## config.mk

```make
export PLATFORM = sky130hd
export DESIGN_NAME = mem_responder
export DESIGN_NICKNAME = d
export VERILOG_FILES = /design/src/rtl/mem_pkg.sv /design/src/rtl/mem_array.sv /design/src/rtl/mem_responder.sv
export SDC_FILE = /design/constraint.sdc
export NUM_CORES = 2
export LEC_CHECK = 0
export BUFFER_PORTS_ARGS = -buffer_cell sky130_fd_sc_hd__buf_4
export CAP_MARGIN = 10
export CORE_MARGIN = 2
export CORE_UTILIZATION = 45
export CTS_CLUSTER_SIZE = 20
export DETAILED_ROUTE_END_ITERATION = 8
export PLACE_DENSITY = 0.69
export SYNTH_ARGS = -nofsm -noshare
export SYNTH_HDL_FRONTEND = slang
export SYNTH_SLANG_ARGS = --single-unit
export TNS_END_PERCENT = 10
```

## constraint.sdc

```tcl
create_clock -name clk -period 3.5 [get_ports clk]
set_input_delay 0.525 -clock clk [delete_from_list [all_inputs] [get_ports clk]]
set_output_delay 0.525 -clock clk [all_outputs]
set_load 0.005 [all_outputs]
```

## src/rtl/mem_pkg.sv

```systemverilog
`default_nettype none
// ============================================================================
// Module   : mem_pkg
// Purpose  : Shared types and constants for the memory responder slice.
//            Holds the responder FSM state encoding and the byte-offset mask
//            that identifies misaligned word accesses.
// Revision : 1.0 - initial release
// ============================================================================
package mem_pkg;

    // Responder FSM states. Encoding is fixed so waveforms read consistently.
    typedef enum logic [1:0] {
        ST_IDLE = 2'd0,
        ST_BUSY = 2'd1,
        ST_RESP = 2'd2
    } mem_state_t;

    // Any bit set under this mask in a byte address means the access is not
    // word aligned.
    localparam logic [31:0] c_word_align_mask = 32'h0000_0003;

endpackage : mem_pkg
`default_nettype wire

```

## src/rtl/mem_array.sv

```systemverilog
`default_nettype none
// ============================================================================
// Module   : mem_array
// Purpose  : DEPTH x 32-bit word storage. Synchronous write, combinational
//            read at the same index. Contents are never reset.
// Ports    : clk      - rising-edge clock
//            i_we     - write enable, write occurs at the clock edge
//            i_addr   - word index used for both read and write
//            i_wdata  - write data
//            o_rdata  - read data at i_addr (combinational)
// Revision : 1.0 - initial release
// ============================================================================
module mem_array #(
    parameter int DEPTH = 64
) (
    input  logic                     clk,
    input  logic                     i_we,
    input  logic [$clog2(DEPTH)-1:0] i_addr,
    input  logic [31:0]              i_wdata,
    output logic [31:0]              o_rdata
);

    logic [31:0] r_mem [DEPTH];

    always_ff @(posedge clk) begin
        if (i_we) begin
            r_mem[i_addr] <= i_wdata;
        end
    end

    assign o_rdata = r_mem[i_addr];

endmodule : mem_array
`default_nettype wire

```

## src/rtl/mem_responder.sv

```systemverilog
`default_nettype none
// ============================================================================
// Module   : mem_responder
// Purpose  : Word-addressed memory responder with a fixed access latency.
//            Accepts one request at a time on a valid/ready request channel,
//            spends LATENCY cycles in BUSY, performs the access, and presents
//            the result on a valid/ready response channel.
// Ports    : clk        - rising-edge clock
//            reset      - asynchronous, active-low reset
//            req_valid  - request present
//            req_ready  - responder can accept (IDLE only)
//            req_we     - 1 = store, 0 = load
//            req_addr   - byte address, word index = req_addr[31:2]
//            req_wdata  - store data
//            rsp_valid  - response present (RESP only)
//            rsp_ready  - requester consumes response
//            rsp_rdata  - load data; 0 for stores and errors
//            rsp_err    - misaligned or out-of-range access
// Revision : 1.0 - initial release
// ============================================================================
module mem_responder
    import mem_pkg::*;
#(
    parameter int DEPTH   = 64,
    parameter int LATENCY = 2
) (
    input  logic        clk,
    input  logic        reset,
    input  logic        req_valid,
    output logic        req_ready,
    input  logic        req_we,
    input  logic [31:0] req_addr,
    input  logic [31:0] req_wdata,
    output logic        rsp_valid,
    input  logic        rsp_ready,
    output logic [31:0] rsp_rdata,
    output logic        rsp_err
);

    localparam int c_aw    = $clog2(DEPTH);
    localparam int c_cnt_w = (LATENCY > 1) ? $clog2(LATENCY) : 1;
    localparam logic [c_cnt_w-1:0] c_cnt_init = c_cnt_w'(LATENCY - 1);

    mem_state_t         r_state;
    logic [c_cnt_w-1:0] r_cnt;
    logic               r_req_ready;
    logic               r_rsp_valid;
    logic [31:0]        r_rsp_rdata;
    logic               r_rsp_err;

    // Request captured at the accept edge; the live request inputs are
    // ignored from then on until the FSM is back in IDLE.
    logic               r_we;
    logic [31:0]        r_addr;
    logic [31:0]        r_wdata;

    logic [29:0]        w_word_idx;
    logic               w_misaligned;
    logic               w_out_of_range;
    logic               w_err;
    logic               w_access;
    logic               w_mem_we;
    logic [31:0]        w_mem_rdata;

    assign w_word_idx     = r_addr[31:2];
    assign w_misaligned   = |(r_addr & c_word_align_mask);
    // Compare the full 30-bit index so high address bits cannot alias into
    // the array.
    assign w_out_of_range = (w_word_idx >= 30'(DEPTH));
    assign w_err          = w_misaligned | w_out_of_range;

    // The access happens on the last BUSY edge. Gating the write with the
    // state means an asynchronous reset during BUSY cancels the store.
    assign w_access       = (r_state == ST_BUSY) && (r_cnt == '0);
    assign w_mem_we       = w_access && r_we && !w_err;

    mem_array #(
        .DEPTH (DEPTH)
    ) u_mem_array (
        .clk     (clk),
        .i_we    (w_mem_we),
        .i_addr  (r_addr[c_aw+1:2]),
        .i_wdata (r_wdata),
        .o_rdata (w_mem_rdata)
    );

    always_ff @(posedge clk or negedge reset) begin
        if (!reset) begin
            r_state     <= ST_IDLE;
            r_cnt       <= '0;
            r_req_ready <= 1'b1;
            r_rsp_valid <= 1'b0;
            r_rsp_rdata <= '0;
            r_rsp_err   <= 1'b0;
            r_we        <= 1'b0;
            r_addr      <= '0;
            r_wdata     <= '0;
        end else begin
            case (r_state)
                ST_IDLE: begin
                    if (req_valid) begin
                        r_we        <= req_we;
                        r_addr      <= req_addr;
                        r_wdata     <= req_wdata;
                        r_cnt       <= c_cnt_init;
                        r_req_ready <= 1'b0;
                        r_state     <= ST_BUSY;
                    end
                end

                ST_BUSY: begin
                    if (r_cnt != '0) begin
                        r_cnt <= r_cnt - 1'b1;
                    end else begin
                        r_rsp_err   <= w_err;
                        r_rsp_rdata <= (w_err || r_we) ? 32'h0 : w_mem_rdata;
                        r_rsp_valid <= 1'b1;
                        r_state     <= ST_RESP;
                    end
                end

                ST_RESP: begin
                    // Response payload is held until consumed; req_ready
                    // only rises after the handshake edge, so a request
                    // waiting here is accepted one edge later.
                    if (rsp_ready) begin
                        r_rsp_valid <= 1'b0;
                        r_req_ready <= 1'b1;
                        r_state     <= ST_IDLE;
                    end
                end

                default: begin
                    r_rsp_valid <= 1'b0;
                    r_req_ready <= 1'b1;
                    r_state     <= ST_IDLE;
                end
            endcase
        end
    end

    assign req_ready = r_req_ready;
    assign rsp_valid = r_rsp_valid;
    assign rsp_rdata = r_rsp_rdata;
    assign rsp_err   = r_rsp_err;

endmodule : mem_responder
`default_nettype wire
```

; ---- Yosys cells after proc, flatten, opt, wreduce, memory -nomap -nowiden
; Memories as Yosys holds them, arrays and structs flattened.
; Cells that the tools add are included.
[totals]
register_bits = 103
latch_bits = 0
ramBits = 2048
rom_bits = 0
input_bits = 69
out_inout_bits = 35
wordCells = 51
n_memories = 1
[memory_table]
columns = memory, words, word_bits, read_ports, rd_ports_with_merged_regs, write_ports, line_no
row1 = u_mem_array.r_mem, 64, 32, 1, 0, 1, mem_array.sv:23  ; logic [31:0] r_mem [DEPTH];
[op_classes]
n_addsub = 1
multipliers = 0
div_mod_pow = 0
magnitude_cmp = 1
n_eq_ne = 5
shifts = 0
n_mux = 16
n_bitwise = 4
reduce_logical = 14
[op_table]
columns = cell, count
row1 = $mux 32, 1
row2 = $ge 30x7->1 const B, 1
row3 = $reduce_and 3->1, 3
row4 = $mux 1, 8
row5 = $mux 2, 3
row6 = $ne 2x2->1 const B, 3
row7 = $pmux 1 s3, 2
row8 = $pmux 2 s3, 1
row9 = $reduce_and 2->1, 3
row10 = $logic_and 1x1->1, 3
row11 = $not 1->1, 3
row12 = $eq 2x1->1 const B, 1
row13 = $eq 2x2->1 const B, 1
row14 = $logic_not 2->1, 1
row15 = $pmux 1 s2, 1
row16 = $reduce_bool 2->1, 1
row17 = $reduce_or 2->1, 1
row18 = $logic_not 1->1, 1
row19 = $logic_or 1x1->1, 1
row20 = $or 1x1->1, 1
row21 = $sub 1x1->1 const B, 1

; ---- Depth between registers and ports, before layout
[depth]
word_depth = 6
depth_mapped = 11
ltp_nobuf = 6

; ---- Hierarchy
; A second synthesis with hierarchy kept.
[unflattened]
cells_unflattened = 4529
hier_area_um2 = 82649.3
[by_module_without_submodules]
columns = module, n_inst, cells_per_inst, area_per_inst_um2
row1 = mem_array, 1, 4207, 78287.6
row2 = mem_responder, 1, 322, 4361.7

; ---- Least setup slack after synthesis
; OpenSTA, ideal clock, no wires.
[synth_path]
kind = reg-to-reg
from = reg r_addr[4]
to = mem u_mem_array.r_mem[12][0] (enable)
setup_ps = 421
t_arrival_ps = 3307
setup_slack_ps = -228
path_stages_with_launch = 9
n_path_buf = 5
path_cell_list = dfrtp_1 > buf_2 > buf_2 > buf_2 > buf_2 > clkbuf_1 > and3_1 > nand2_1 > nor2_1
[synth_via]
elab_chain_cells = 6
[synth_rtl]
columns = element, line_no
row1 = from (decl), mem_responder.sv:54  ; logic [31:0] r_addr;
row2 = from (signal assigned), mem_responder.sv:103  ; r_addr <= req_addr;
row3 = $ge 30x7->1, mem_responder.sv:69  ; assign w_out_of_range = (w_word_idx >= 30'(DEPTH));
row4 = $or 1x1->1, mem_responder.sv:70  ; assign w_err = w_misaligned | w_out_of_range;
row5 = $logic_not 1->1, mem_responder.sv:75  ; assign w_mem_we = w_access && r_we && !w_err;
row6 = $logic_and 1x1->1, mem_responder.sv:75
row7 = $mux 1, mem_array.sv:26  ; if (i_we) begin
row8 = $mux 1 (not written as such), mem_array.sv:27  ; r_mem[i_addr] <= i_wdata;
row9 = to (decl), mem_array.sv:23
; Parallel ways exist; a longest one is shown, timed or not.

; ---- Final worst setup path
[layout_path]
from = reg r_addr[2]
to = reg r_rsp_rdata[15] (netlist: rsp_rdata[15])
[layout_via]
elab_chain_cells = 4
word_cells_on_any_way = 5
classes_between = order compare: 1 / mux: 1 / bitwise: 1 / reduce/logical: 1 / memory: 1
[layout_rtl]
columns = element, line_no
row1 = $ge 30x7->1, mem_responder.sv:69
row2 = $or 1x1->1, mem_responder.sv:70
row3 = $logic_or 1x1->1, mem_responder.sv:116  ; r_rsp_rdata <= (w_err || r_we) ? 32'h0 : w_mem_rdata;
row4 = $mux 32 *, mem_responder.sv:116
row5 = to (signal assigned), mem_responder.sv:116
row6 = to (decl), mem_responder.sv:48  ; logic [31:0] r_rsp_rdata;
; Mark *: on every way between the ends. The rest lies on a longest branch, timed or not.
; A chain may end at the register's enable or synchronous reset.

==> results.toml <==
[status]
status = "finished, violations left"
violations = "negative setup slack"

[power]
intPower_w = 0.0533
ir_drop_mv = 1.23
combPwrFrac_pct = 30.5
p_switching_w = 0.0298
pwr-share-clk_pct = 26.4
p_per_area_mw_per_mm2 = 856
swShare_pct = 35.9
power_w = 0.0831
seqPwrFrac_pct = 43.1
power_leakage_nw = 31.0

[logic_synthesis]
synth_common_cells = "2048 x edfxtp_1, 251 x o22ai_1, 238 x mux2_2"
synth-seq-cells = 2151
ys_top_cells_by_area = "edfxtp_1 75%, mux4_2 5.5%, mux2_2 3.3%"
syn_avg_cell_area_um2 = 19.0
yosys_warnings = 0
synth_top_area_share_pct = 74.8
synthesis.nets = 4403
synth_area_mm2 = 0.0822
synth_cell_types = 72
ys.flop_type = "edfxtp_1"
synth_edf_count = 2048
synthArstFlopShare_pct = 4.79
synth.largest_area_cell = "edfxtp_1"
postSynthCellCount = 4334
yosysMostFrequentCell = "edfxtp_1"
seq_area_frac_synth_pct = 78.0

[setup_path]
cp.arrival_ns = 4.32
r2r-start = "r_addr[2]$_DFFE_PN0P_"
cpMaxStageDelayCell = "dfrtp_4"
crit_chain = "nand2b_2, buf_12, o22ai_1, o21a_1, o21ai_1, o211ai_1, o31ai_1"
critPathTopFamily = "compound AO/OA/AOI/OAI gates"
reg2reg_slack_ns = -0.06
path_buf_inv = 1
end_kind = "flip-flop"
crit_type = "flip-flop to flip-flop"
worstPathRequired_ns = 4.26
cp_max_fo = 24
cp_slowest_stage_delay_ns = 0.76
worstRegToRegCells = 7
crit_path_start_kind = "flip-flop"
startpoint = "r_addr[2]$_DFFE_PN0P_"
reg2reg_to = "rsp_rdata[15]$_DFFE_PN0P_"

[worst_hold_path]
hold_path_end = "r_addr[2]$_DFFE_PN0P_"
min_from = "req_addr[2]"
min_path_type = "input pin to flip-flop"
whs_path_depth = 3

[cts]
clk_latency_ns = 0.86
h-tree-depth = 4
clock_sinks = 2151
numCtsBuffers = 206
cts_tree = "built"
clockBufferDepth = 3
ctsRootBufferMaster = "clkbuf_16"
clkTransAtPathRegs_ns = 0.06
post-cts-setup-buffers = 0

[die]
start_util_pct = 45.4
die-area_mm2 = 0.186
core_mm2 = 0.181
die_h_um = 431
die_w_um = 431
top_level_ports = 104
rows = 156

[placed_design]
io_buffers = 103
place_congestion = 0.983
dp_hpwl_um = 169000
dp_cells = 6951
dp_slack_ns = -0.101

[sta]
worst_pin_slew_ns = 1.36
slew_headroom_pct = 9.29
fin_crit_ns = 3.56
hold_violations = 0
fmax_mhz = 281
setup_viol = 4
slew_violations = 0
fin_crit_sh_pct = 102
holdWs_ns = 0.113
rsz0062_at_grt = "false"
timing.final.ws_setup_ns = -0.0572
clock_skew_ns = 0.0386

[global_routing]
grt_max_degree = 66
track_usage_pct = 28.9
overflow = 0
first_global_vias = 46689
grt_pass1_wl_um = 375000
grt_antenna_before_repair = 19

[job]
max_cap_viol_count = 0

[layout]
layout.cells.non_filler = 7408
final_core_util_pct = 53.6
nets = 4925
drive_gt1_share_pct = 27.8
syn2layout_area_growth_pct = 18.2

[routing]
post_drt_wl_per_cell_um = 36.7
via_count = 49390
first_pass_iters = 6
via_per_inst = 6.67
wirelength_um = 272000
drtIter0Drc = 9369
drcViolationCount = 0
ant_nets = 0
==> timing repair <==
item	4_1_cts	5_1_grt
pin swaps	0	0
hold buffers	66	0
endpoints found under the hold margin	120	0
setup endpoints to repair	1	2
resized for setup	1	2
==> layout by cell type (no fill, tap or decap), types with 114 or more instances in the layout <==
cell type  netlist  final
o21ai_0        115    114
buf_4           22    417
mux2_2         238    238
mux2i_1        118    118
nand2_1        160    157
mux4_2         200    200
o221ai_1       157    157
clkbuf_16        0    209
o22ai_1        251    251
edfxtp_1      2048   2048
==> through the flow <==
| step | setup TNS, ns | area [um2] |
|---|---|---|
| global placement | -0.119 | 89800 |
| global route | 0 | 97100 |
| floorplan | -413.94 | 82200 |
| finish | -0.0768 | 97100 |
| CTS | 0 | 97100 |
| detailed placement | -0.101 | 89800 |
==> worst max path at each step <==
stage	to	slack [ns]	cells past startpoint
after global routing	rsp_rdata[21]$_DFFE_PN0P_	0.04	6
after CTS	rsp_rdata[15]$_DFFE_PN0P_	0.04	7
after global placement	rsp_rdata[21]$_DFFE_PN0P_	-0.12	6
after detailed placement	rsp_rdata[21]$_DFFE_PN0P_	-0.10	6
final	rsp_rdata[15]$_DFFE_PN0P_	-0.06	7
after floorplan	u_mem_array.r_mem[12][0]$_DFFE_PP_	-0.23	8
==> registers in the layout, summed over array words and instances, names as in the netlist <==
name,flops
r_addr,32
r_cnt,1
r_state,2
r_wdata,32
r_we,1
req_ready,1
rsp_err,1
rsp_rdata,32
rsp_valid,1
u_mem_array.r_mem,2048
==> layout make-up <==
class                   count  area [um2]
multi-input cells        1891       17300
clock inverters           107        1000
repair buffers            599        6070
well taps                2370        2970
inverters                   7        33.8
flip-flops and latches   2151       64100
fillers                 13705       84100
clock buffers             277        5590
diodes                      6        15.0
==> worst reg2reg max path: stages, from the launching register on <==
cell	delay, ns
dfrtp_4	0.76
nand2b_2	0.66
buf_12	0.28
o22ai_1	0.13
o21a_1	0.20
o21ai_1	0.67
o211ai_1	0.46
o31ai_1	0.30
==> power groups by stage <==
stage | Sequential [W] | Combinational (W) | Clock [W]
5_1_grt | 0.0357 | 0.0257 | 0.0230
3_3_place_gp | 0.0360 | 0.0239 | 0
2_1_floorplan | 0.0349 | 0.0118 | 0
4_1_cts | 0.0356 | 0.0244 | 0.0220
3_5_place_dp | 0.0361 | 0.0242 | 0
6_report | 0.0358 | 0.0254 | 0.0220
==> cells by family (layout without fill, tap and decap cells) <==
| family | after synthesis | count (layout) | synth area share [%] |
|---|---|---|---|
| and+or+nand+nor | 441 | 441 | 2.46 |
| other | 0 | 6 | 0 |
| AOI/OAI and AO/OA | 892 | 892 | 7.59 |
| buffers and inverters | 292 | 990 | 1.71 |
| muxes | 558 | 558 | 10.2 |
| DFF | 2151 | 2151 | 78.0 |
==> metal layers <==
| layer | GRT usage [%] | share of wire [%] |
|---|---|---|
| met4 | 13.8 | 5.5 |
| met1 | 39.3 | 35 |
| met3 | 9.40 | 15 |
| met5 | 0 | 0.012 |
| met2 | 42.2 | 44 |
Power figures use the tool's default switching activity.
